## src/rtl/sdram_arbiter.sv

```systemverilog
// rtl/sdram_arbiter.sv - two-client round-robin arbiter for the SDRAM controller read/write ports
// One burst in flight at a time; winner's command is latched at grant and data is steered to it.
module sdram_arbiter #(
  parameter int ADDR_W  = 24,
  parameter int BURST_W = 10,
  parameter int DATA_W  = 8
) (
  input  logic               clk,
  input  logic               rst,
  input  logic               c0_req,
  input  logic               c0_we,
  input  logic [ADDR_W-1:0]  c0_addr,
  input  logic [BURST_W-1:0] c0_burst,
  input  logic [DATA_W-1:0]  c0_wdata,
  output logic               c0_wack,
  output logic               c0_rvalid,
  output logic [DATA_W-1:0]  c0_rdata,
  output logic               c0_done,
  input  logic               c1_req,
  input  logic               c1_we,
  input  logic [ADDR_W-1:0]  c1_addr,
  input  logic [BURST_W-1:0] c1_burst,
  input  logic [DATA_W-1:0]  c1_wdata,
  output logic               c1_wack,
  output logic               c1_rvalid,
  output logic [DATA_W-1:0]  c1_rdata,
  output logic               c1_done,
  input  logic               sdram_init_done,
  output logic               sdram_wr_req,
  output logic               sdram_rd_req,
  input  logic               sdram_wr_ack,
  input  logic               sdram_rd_ack,
  output logic [ADDR_W-1:0]  sdram_wr_addr,
  output logic [ADDR_W-1:0]  sdram_rd_addr,
  output logic [BURST_W-1:0] sdram_wr_burst,
  output logic [BURST_W-1:0] sdram_rd_burst,
  output logic [DATA_W-1:0]  sdram_din,
  input  logic [DATA_W-1:0]  sdram_dout
);

  localparam logic [2:0] S_WAIT_INIT = 3'd0;
  localparam logic [2:0] S_IDLE      = 3'd1;
  localparam logic [2:0] S_REQ       = 3'd2;
  localparam logic [2:0] S_XFER      = 3'd3;
  localparam logic [2:0] S_DONE      = 3'd4;

  logic [2:0]         state_q, state_d;
  logic               grant_q, grant_d;
  logic               last_q, last_d;
  logic               we_q, we_d;
  logic [ADDR_W-1:0]  addr_q, addr_d;
  logic [BURST_W-1:0] burst_q, burst_d;
  logic [DATA_W-1:0]  rdata_q, rdata_d;
  logic [1:0]         rvalid_q, rvalid_d;
  logic               active;
  logic               ack;
  logic               win;

  assign active = (state_q == S_REQ) || (state_q == S_XFER);
  assign ack    = we_q ? sdram_wr_ack : sdram_rd_ack;
  // Under contention the client not served last wins; otherwise the lone requester.
  assign win    = (c0_req && c1_req) ? ~last_q : c1_req;

  always_comb begin
    state_d  = state_q;
    grant_d  = grant_q;
    last_d   = last_q;
    we_d     = we_q;
    addr_d   = addr_q;
    burst_d  = burst_q;
    rdata_d  = rdata_q;
    rvalid_d = 2'b00;
    case (state_q)
      S_WAIT_INIT: if (sdram_init_done) state_d = S_IDLE;
      S_IDLE: begin
        if (c0_req || c1_req) begin
          grant_d = win;
          we_d    = win ? c1_we    : c0_we;
          addr_d  = win ? c1_addr  : c0_addr;
          burst_d = win ? c1_burst : c0_burst;
          state_d = S_REQ;
        end
      end
      S_REQ: begin
        if (burst_q == '0)  state_d = S_DONE;
        else if (ack)       state_d = S_XFER;
      end
      S_XFER: if (!ack) state_d = S_DONE;
      S_DONE: begin
        last_d  = grant_q;
        state_d = S_IDLE;
      end
      default: state_d = S_WAIT_INIT;
    endcase
    if (active && !we_q && sdram_rd_ack) begin
      rdata_d           = sdram_dout;
      rvalid_d[grant_q] = 1'b1;
    end
  end

  always_ff @(posedge clk) begin
    if (rst) begin
      state_q  <= S_WAIT_INIT;
      grant_q  <= 1'b0;
      last_q   <= 1'b1;
      we_q     <= 1'b0;
      addr_q   <= '0;
      burst_q  <= '0;
      rdata_q  <= '0;
      rvalid_q <= 2'b00;
    end else begin
      state_q  <= state_d;
      grant_q  <= grant_d;
      last_q   <= last_d;
      we_q     <= we_d;
      addr_q   <= addr_d;
      burst_q  <= burst_d;
      rdata_q  <= rdata_d;
      rvalid_q <= rvalid_d;
    end
  end

  // A zero-length burst passes through REQ without ever raising the controller request.
  assign sdram_wr_req   = (state_q == S_REQ) && we_q && (burst_q != '0);
  assign sdram_rd_req   = (state_q == S_REQ) && !we_q && (burst_q != '0);
  assign sdram_wr_addr  = addr_q;
  assign sdram_rd_addr  = addr_q;
  assign sdram_wr_burst = burst_q;
  assign sdram_rd_burst = burst_q;
  assign sdram_din      = grant_q ? c1_wdata : c0_wdata;

  assign c0_wack   = sdram_wr_ack && active && !grant_q;
  assign c1_wack   = sdram_wr_ack && active && grant_q;
  assign c0_rvalid = rvalid_q[0];
  assign c1_rvalid = rvalid_q[1];
  assign c0_rdata  = rdata_q;
  assign c1_rdata  = rdata_q;
  assign c0_done   = (state_q == S_DONE) && !grant_q;
  assign c1_done   = (state_q == S_DONE) && grant_q;

endmodule

```

## config.mk

```make
export PLATFORM = sky130hd
export DESIGN_NAME = sdram_arbiter
export DESIGN_NICKNAME = d
export VERILOG_FILES = /design/src/rtl/sdram_arbiter.sv
export SDC_FILE = /design/constraint.sdc
export NUM_CORES = 1
export LEC_CHECK = 0
export ABC_AREA = 1
export BUFFER_PORTS_ARGS = -buffer_cell sky130_fd_sc_hd__buf_2
export CAP_MARGIN = 30
export CORE_ASPECT_RATIO = 1.5
export CORE_MARGIN = 2
export CORE_UTILIZATION = 35
export DETAILED_ROUTE_END_ITERATION = 16
export HOLD_SLACK_MARGIN = 0.12
export PLACE_DENSITY = 0.71
export SYNTH_ARGS = -nofsm -noshare
export SYNTH_HDL_FRONTEND = slang
export SYNTH_SLANG_ARGS = --single-unit
export TNS_END_PERCENT = 1
```

## constraint.sdc

```tcl
create_clock -name clk -period 1.9 [get_ports clk]
set_input_delay 0.095 -clock clk [delete_from_list [all_inputs] [get_ports clk]]
set_output_delay 0.095 -clock clk [all_outputs]
set_load 0.01 [all_outputs]
```

==> impl_metrics.env, run 1 <==
export IMPL_status="finished, final reports clean"
export IMPL_cts_resized_gates=0
export IMPL_async_flop_share_pct=0
export IMPL_peakVddDrop_v=0.000528
export IMPL_die_x_um=75.4
export IMPL_cts_buffers=5
export IMPL_htreeDepth=2
export IMPL_grt_first_pass_wirelength_mm=12.2
export IMPL_ctsLongestPathBuffers=2
export IMPL_ff2ff_path_depth=9
export IMPL_setup_tns_final_ns=0
export IMPL_synth_cell_types=20
export IMPL_yosys_top_cells_count="106 x nor2_1, 73 x nand2_1, 50 x dfxtp_1"
export IMPL_cellLeakagePower_uw=0.00217
export IMPL_min_to="sdram_rd_addr[8]"
export IMPL_crit_family="buffers and inverters"
export IMPL_grt_pass1_vias=2796
export IMPL_drc_errors=0
export IMPL_viasPerCell=4.49
export IMPL_crit_fanout=40
export IMPL_finalSetupViolCount=0
export IMPL_met2_usage_pct=34.4
export IMPL_synthTopCellsByArea="dfxtp_1 37%, nor2_1 15%, buf_4 12%"
export IMPL_rrSetupSlack_ns=0.25
export IMPL_clk_pin_slew_ns=0.06
export IMPL_fin_nets=698
export IMPL_core_area_um2=7510
export IMPL_wl_mm=8.06
export IMPL_pin_count=201
export IMPL_slowest_stage="dfxtp_1"
export IMPL_synth_top_area_share_pct=37.4
export IMPL_rows=39
export IMPL_drv_slew=0
export IMPL_ys_seq_area_share_pct=37.4
export IMPL_synth_area_leader_cell="dfxtp_1"
export IMPL_reg2reg_from="state_q[0]"
export IMPL_vias=3139
export IMPL_drtIter0Drc=138
export IMPL_cts_sinks=50
export IMPL_avgSynthCellArea_um2=6.57
export IMPL_min_period_over_period_pct=86.7
export IMPL_dp_slack_ns=0.279
export IMPL_ys_ff_latch=50
export IMPL_holdPathStages=3
export IMPL_routedWlPerCell_um=11.5
export IMPL_die_h_um=111
export IMPL_grt_busiest_layer="met2"
export IMPL_cts_tree="built"
export IMPL_synthCells=407
export IMPL_clk_latency_ns=0.28
export IMPL_cp_num_buf_inv=3
export IMPL_port_buffers=200
export IMPL_grt_use_total_pct=18.3
export IMPL_nFillCells=763
export IMPL_antenna_cells=0
export IMPL_routabilityCongestion=0.873
export IMPL_synth_edf_count=0
export IMPL_startpoint_type="register"
export IMPL_hold_start="c0_addr[8]"
export IMPL_syn_cell_area_um2=2670
export IMPL_relSlewSlack_pct=59.0
export IMPL_max_stage_delay_ns=0.40
export IMPL_worst_slack_ns=0.252
export IMPL_yosys_warnings=0
export IMPL_cp_data_required_time_ns=2.10
export IMPL_dp_hpwl_mm=5.75
export IMPL_synth_most_common_cell="nor2_1"
export IMPL_grt_max_degree=41
export IMPL_postRouteAntennaNets=0
export IMPL_cp_cell_sequence="inv_2 > nor2_2 > nand2_2 > nor2_4 > inv_2 > buf_12 > nor2_1 > o21ai_1 > a21oi_1"
export IMPL_drive_gt1_share_pct=36.7
export IMPL_yosys_most_used_dff="dfxtp_1"
export IMPL_syn_to_final_growth_pct=49.7
export IMPL_rsz0062_at_grt="false"
export IMPL_crit_type="reg -> reg"
export IMPL_clockRootBuffer="clkbuf_16"
export IMPL_antenna_found_initial=0
export IMPL_syn_num_nets=508
export IMPL_dr_pass1_iters=4
export IMPL_cp_end_kind="register"
export IMPL_drv_cap=0
export IMPL_hold_class="in -> reg"
export IMPL_grt_util_met3_pct=3.45
export IMPL_powerDensity_nw_per_um2=1100
export IMPL_tightest_slew_ns=0.614
export IMPL_use_met1_pct=19.4
export IMPL_timing_final_crit_period_ns=1.65
export IMPL_grt_overflow=0
export IMPL_rr_endpoint="sdram_rd_addr[1]"
export IMPL_worst_path_most_repeated_cell="inv_2"
export IMPL_final_hold_violation_count=0
export IMPL_max_freq_mhz=607
export IMPL_crit_arrival_ns=1.85
export IMPL_initial_core_util_pct=35.6
export IMPL_dieArea_um2=8370
export IMPL_skew_ns=0.00463
## final cells by class
class | instances | area, µm² | share of cell area [%]
sequential | 50 | 1000 | 25.0
timing repair buffer | 246 | 1460 | 36.5
clock inverter | 1 | 30.0 | 0.750
tap | 102 | 128 | 3.19
multi-input combinational | 280 | 1190 | 29.8
inverter | 14 | 52.6 | 1.31
clock buffer | 6 | 139 | 3.47
## tightest hold or removal path, delay by kind of cell
kind | cells | cell delay (ns)
AO/OA/AOI/OAI | 2 | 0.19
buffers and inverters | 1 | 0.08
## layer usage
metal | vias up | share of wire [%]
met4 | 0 | 1.7
met1 | 1388 | 38
met5 | - | 0
met2 | 113 | 54
li1 | 1627 | -
met3 | 11 | 5.5
## where the power goes
part,switching [µW],internal [µW]
Combinational,1120,802
Sequential,185,1280
Clock,359,650
## kinds of logic (layout without fill, tap and decap cells)
| group | count (synthesis) | in the layout | synth area share (%) |
|---|---|---|---|
| simple gates | 192 | 192 | 28.1 |
| compound gates | 88 | 88 | 16.5 |
| buf+inv | 77 | 267 | 18.0 |
| flops | 50 | 50 | 37.4 |
## placed cells by master (no fill, tap or decap), drive strengths merged
cell         instances
buf                205
inv                 14
a21oi               39
bufinv               1
nor3b                1
and2                 1
o21ai               49
clkbuf               6
nor3                 4
dfxtp               50
nand2               75
nor2               108
nand3                3
dlygate4sd3         41
## per-stage QoR
step | util [%] | std cells | hold WS, ns | instance area [µm²] | total power, µW
floorplan | - | 407 | 0.259 | 2670 | 2920
global placement | 45.3 | 650 | 0.355 | 3400 | 3280
detailed placement | 45.6 | 651 | 0.360 | 3420 | 3350
CTS | 53.3 | 699 | 0.123 | 4000 | 4440
global route | 53.3 | 699 | 0.146 | 4000 | 4740
finish | 53.3 | 699 | 0.127 | 4000 | 4400
## sequential cells by signal, summed over array words and instances, names as in the netlist
name / cells
we_q: 1
c0_rdata: 8
sdram_rd_burst: 10
sdram_rd_addr: 24
last_q: 1
state_q: 3
grant_q: 1
rvalid_q: 2
## how the worst max path moves through the flow
stage / startpoint / to / slack (ns) / cells past startpoint
after floorplan: state_q[0] / sdram_rd_addr[12] / 0.73 / 9
after global placement: state_q[0] / sdram_rd_addr[18] / 0.14 / 8
after detailed placement: state_q[0] / sdram_rd_addr[7] / 0.28 / 9
after CTS: state_q[0] / sdram_rd_addr[7] / 0.26 / 9
after global routing: state_q[0] / sdram_rd_addr[5] / 0.10 / 9
final: state_q[0] / sdram_rd_addr[1] / 0.25 / 9
## timing repair
action,CTS,global route
setup buffers,0,0
hold buffers,41,0
hold endpoints to repair,41,0
Note: power is estimated with default switching activity, not from simulation.
==> inputs of run 2 (changes only) <==
CORE_UTILIZATION = 44   (was 35)
PLACE_DENSITY = 0.87   (was 0.71)
==> impl_metrics.env, run 2 (same netlist as run 1, synthesis figures left out) <==
export IMPL_seqCellArea_um2=1000
export IMPL_dieArea_um2=6730
export IMPL_drive_gt1_share_pct=36.5
export IMPL_final_hold_violation_count=0
export IMPL_power_frac_clock_pct=15.8
export IMPL_grt_first_pass_wirelength_mm=12.7
export IMPL_routabilityCongestion=0.822
export IMPL_grt_overflow=0
export IMPL_crit_type="reg -> out"
export IMPL_dp_hpwl_mm=5.85
export IMPL_htreeDepth=2
export IMPL_p_sw_uw=1690
export IMPL_ff2ff_path_depth=9
export IMPL_fin_nets=700
export IMPL_status="finished, final reports clean"
export IMPL_startpoint_type="register"
export IMPL_reg2reg_from="state_q[0]"
export IMPL_port_buffers=200
export IMPL_most_common_layout_cells="200 x buf_2, 106 x nor2_1, 73 x nand2_1, 50 x dfxtp_1, 43 x dlygate4sd3_1"
export IMPL_routedWlPerCell_um=12.6
export IMPL_drv_cap=0
export IMPL_vias=3217
export IMPL_ctsLongestPathBuffers=2
export IMPL_max_freq_mhz=606
export IMPL_p_int_uw=2410
export IMPL_fin_cells=672
export IMPL_crit_arrival_ns=1.56
export IMPL_dr_pass1_iters=4
export IMPL_peakVddDrop_v=0.000609
export IMPL_powerDensity_nw_per_um2=1040
export IMPL_cts_sinks=50
export IMPL_postRouteAntennaNets=0
export IMPL_wl_mm=8.48
export IMPL_cellLeakagePower_uw=0.00215
export IMPL_nFillCells=493
export IMPL_drc_errors=0
export IMPL_relSlewSlack_pct=57.2
export IMPL_place_inst=621
export IMPL_rsz0062_at_grt="false"
export IMPL_cts_buffers=5
export IMPL_pin_count=201
export IMPL_p_sw_share_pct=41.1
export IMPL_die_x_um=67.7
export IMPL_core_area_um2=5830
export IMPL_die_h_um=99.5
export IMPL_min_to="sdram_rd_addr[23]"
export IMPL_tightest_slew_ns=0.641
export IMPL_min_period_over_period_pct=86.9
export IMPL_multi_input_area_um2=1190
export IMPL_grt_use_total_pct=23.9
export IMPL_clockRootBuffer="clkbuf_8"
export IMPL_rrSetupSlack_ns=0.36
export IMPL_drtIter0Drc=161
export IMPL_cp_data_required_time_ns=1.80
export IMPL_largest_register_ffs=24
export IMPL_clk_pin_slew_ns=0.09
export IMPL_rows=34
export IMPL_finalSetupViolCount=0
export IMPL_setup_tns_final_ns=0
export IMPL_antenna_found_initial=0
export IMPL_clk_latency_ns=0.30
export IMPL_power_frac_comb_pct=47.9
export IMPL_cp_end_kind="output port"
export IMPL_hold_start="c1_addr[23]"
export IMPL_hold_class="in -> reg"
export IMPL_antenna_cells=0
export IMPL_crit_fanout=13
export IMPL_grt_max_degree=36
export IMPL_final_common_cell="buf_2"
export IMPL_timing_final_crit_period_ns=1.65
export IMPL_grt_pass1_vias=2941
export IMPL_holdPathStages=5
export IMPL_viasPerCell=4.79
export IMPL_cts_tree="built"
export IMPL_drv_slew=0
export IMPL_seq_power_share_pct=36.4
export IMPL_skew_ns=0.0104
export IMPL_rr_endpoint="sdram_rd_addr[7]"
export IMPL_initial_core_util_pct=45.9
export IMPL_syn_to_final_growth_pct=46.7
## run 2: worst max path at each step
| stage | from | to |
|---|---|---|
| floorplan | state_q[0] | sdram_rd_addr[12] |
| global placement | state_q[0] | sdram_rd_addr[3] |
| detailed placement | state_q[0] | sdram_rd_addr[7] |
| CTS | grant_q | c1_wack |
| global route | grant_q | c1_wack |
| finish | grant_q | c1_wack |
## run 2: power by group through the flow
stage | registers, µW | logic, µW | clock network [µW]
2_1_floorplan | 1550 | 1370 | 0
3_5_place_dp | 1510 | 1880 | 0
4_1_cts | 1490 | 1950 | 676
5_1_grt | 1520 | 2180 | 703
6_report | 1490 | 1960 | 646
3_3_place_gp | 1500 | 1840 | 0
## run 2: layout make-up
class	instances	share of cell area [%]
clock inverter	1	0.223
sequential	50	25.5
inverter	14	1.34
clock buffer	7	2.20
tap	72	2.30
multi-input combinational	280	30.4
timing repair buffer	248	38.1
## run 2: through the flow
stage	total power, µW	hold slack (ns)	util (%)	instance area [µm²]	setup slack, ns
final	4100	0.188	67.3	3920	0.249
after global routing	4410	0.204	67.3	3920	0.0592
after CTS	4120	0.177	67.3	3920	0.213
after detailed placement	3390	0.358	58.3	3400	0.388
after global placement	3330	0.354	58.3	3400	0.471
after floorplan	2920	0.259	-	2670	0.727
## run 2: timing repair
item	CTS	global route
hold buffers	43	0
endpoints found under the hold margin	43	0
buffers inserted	0	0
resized for setup	0	0
## run 2: per-layer routing
| layer | GRT usage [%] | part of all wire (%) | vias to the layer above | wire length, µm |
|---|---|---|---|---|
| li1 | - | - | 1633 | - |
| met1 | 24.1 | 37 | 1435 | 3170 |
| met2 | 47.2 | 56 | 131 | 4720 |
| met3 | 3.28 | 4.7 | 18 | 395 |
| met4 | 8.16 | 2.3 | 0 | 197 |
| met5 | 0 | 0 | - | 0 |
## run 2: worst max-delay path: stages, from the launching register on
cell and delay, ns:
dfxtp_1 0.60, inv_1 0.28, nor3_1 0.22, buf_2 0.15
==> inputs of run 3 (changes only) <==
BUFFER_PORTS_ARGS = unset   (was -buffer_cell sky130_fd_sc_hd__buf_2)
CORE_AREA = 2 2 77 79   (was unset)
CORE_ASPECT_RATIO = unset   (was 1.5)
CORE_MARGIN = unset   (was 2)
CORE_UTILIZATION = unset   (was 44)
DIE_AREA = 0 0 79 81   (was unset)
DONT_BUFFER_PORTS = 1   (was unset)
PLACE_DENSITY = unset   (was 0.87)
SLEW_MARGIN = 10   (was unset)
==> impl_metrics.env, run 3 (same netlist as run 1, synthesis figures left out) <==
export IMPL_status="finished, final reports clean"
export IMPL_rsz0062_at_grt="false"
export IMPL_max_freq_mhz=579
export IMPL_post_cts_setup_buffers=0
export IMPL_cp_data_required_time_ns=2.08
export IMPL_seq_power_share_pct=47.7
export IMPL_power_frac_comb_pct=36.3
export IMPL_dieArea_um2=6400
export IMPL_viasPerCell=5.07
export IMPL_routabilityCongestion=0.713
export IMPL_setup_tns_final_ns=0
export IMPL_startpoint_type="primary input"
export IMPL_grt_busiest_layer="met2"
export IMPL_dr_pass1_iters=4
export IMPL_ctsLongestPathBuffers=2
export IMPL_cellLeakagePower_uw=0.00135
export IMPL_fin_cells=509
export IMPL_drv_cap=0
export IMPL_die_x_um=79
export IMPL_drtIter0Drc=118
export IMPL_peakVddDrop_v=0.000598
export IMPL_grt_pass1_vias=2312
export IMPL_drv_slew=0
export IMPL_grt_max_degree=63
export IMPL_pin_count=201
export IMPL_die_h_um=81
export IMPL_crit_type="in -> reg"
export IMPL_grt_util_met3_pct=5.33
export IMPL_postRouteAntennaNets=0
export IMPL_dp_slack_ns=0.432
export IMPL_port_buffers=0
export IMPL_antenna_cells=0
export IMPL_clk_pin_slew_ns=0.09
export IMPL_powerDensity_nw_per_um2=1100
export IMPL_rows=28
export IMPL_cp_end_kind="register"
export IMPL_cts_sinks=50
export IMPL_cts_buffers=5
export IMPL_place_inst=422
export IMPL_crit_arrival_ns=1.91
export IMPL_vias=2583
export IMPL_crit_family="buffers and inverters"
export IMPL_grt_overflow=0
export IMPL_met2_usage_pct=37.3
export IMPL_skew_ns=0.00591
export IMPL_hold_class="in -> reg"
export IMPL_p_sw_uw=1540
export IMPL_initial_core_util_pct=47.1
export IMPL_timing_final_crit_period_ns=1.73
export IMPL_antenna_found_initial=0
export IMPL_finalSetupViolCount=0
export IMPL_final_common_cell="nor2_1"
export IMPL_worst_slack_ns=0.172
export IMPL_dp_hpwl_mm=4.12
export IMPL_power_frac_clock_pct=16.0
export IMPL_most_common_layout_cells="106 x nor2_1, 79 x dlygate4sd3_1, 73 x nand2_1, 49 x dfxtp_1, 39 x a21oi_1"
export IMPL_max_stage_delay_ns=0.57
export IMPL_relSlewSlack_pct=72.7
export IMPL_p_int_uw=2050
export IMPL_slowest_stage="dlygate4sd3_1"
export IMPL_p_sw_share_pct=42.9
export IMPL_syn_to_final_growth_pct=22.1
export IMPL_clk_latency_ns=0.29
export IMPL_htreeDepth=2
export IMPL_drive_gt1_share_pct=3.92
export IMPL_cts_tree="built"
export IMPL_cp_num_buf_inv=3
export IMPL_grt_first_pass_wirelength_mm=10.5
export IMPL_core_area_um2=5680
export IMPL_routedWlPerCell_um=14.0
export IMPL_drc_errors=0
export IMPL_use_met1_pct=23.1
export IMPL_grt_use_total_pct=20.4
export IMPL_tightest_slew_ns=0.409
export IMPL_largest_register_ffs=24
export IMPL_wl_mm=7.15
export IMPL_fin_nets=535
export IMPL_min_period_over_period_pct=90.9
export IMPL_final_hold_violation_count=0
export IMPL_clockRootBuffer="clkbuf_8"
export IMPL_crit_fanout=9
export IMPL_cp_cell_sequence="dlygate4sd3_1 > nor2_1 > nor2_4 > inv_2 > nor2_1 > o21ai_1 > dlygate4sd3_1 > a21oi_1"
-- run 3: final timing paths --
| path | start | to | slack, ns | cells past startpoint |
|---|---|---|---|---|
| worst max-delay path | c1_req | sdram_rd_burst[1] | 0.17 | 8 |
| worst min-delay path | c1_burst[7] | sdram_rd_burst[7] | 0.12 | 4 |
| worst max register to register | state_q[0] | sdram_rd_burst[1] | 0.17 | 9 |
| worst min register to register | last_q | last_q | 0.50 | 2 |
-- run 3: worst reg2reg max path, cell delays in order, from the launching register on --
cell and delay (ns):
dfxtp_2 0.37, inv_2 0.04, nor2_2 0.11, nand2_2 0.09, nor2_4 0.11, inv_2 0.10
nor2_1 0.09, o21ai_1 0.07, dlygate4sd3_1 0.57, a21oi_1 0.11
-- run 3: final cells by class --
| cell class | count | area, µm² |
|---|---|---|
| fill | 507 | 2410 |
| multi-input combinational | 280 | 1190 |
| sequential | 50 | 1000 |
| timing repair buffer | 83 | 846 |
| tap | 75 | 93.8 |
| clock buffer | 7 | 76.3 |
| inverter | 14 | 55.1 |
-- run 3: routing by layer --
metal | up-vias | share of wire, %
met1 | 1148 | 41
met2 | 124 | 49
li1 | 1300 | -
met5 | - | 0
met3 | 11 | 8.3
met4 | 0 | 1.7
-- run 3: stage by stage --
stage | utilization, % | hold WS [ns] | instance area, µm² | total power, µW
after floorplan | - | 0.259 | 2670 | 2920
after global placement | 41.8 | 0.168 | 2370 | 2830
after detailed placement | 41.8 | 0.169 | 2370 | 2850
after CTS | 57.5 | 0.122 | 3260 | 3590
after global routing | 57.5 | 0.176 | 3260 | 3880
final | 57.5 | 0.123 | 3260 | 3600
-- run 3: repair_timing --
action | CTS | global route
setup endpoints to repair | 0 | 4
hold endpoints to repair | 50 | 0
gates resized for setup | 0 | 3
hold buffers | 80 | 0
-- run 3: power groups by stage --
| stage | Combinational, µW | Sequential, µW | Clock [µW] |
|---|---|---|---|
| global placement | 1090 | 1740 | 0 |
| global route | 1470 | 1760 | 642 |
| finish | 1300 | 1720 | 575 |
| floorplan | 1370 | 1550 | 0 |
| detailed placement | 1110 | 1740 | 0 |
| CTS | 1280 | 1710 | 597 |
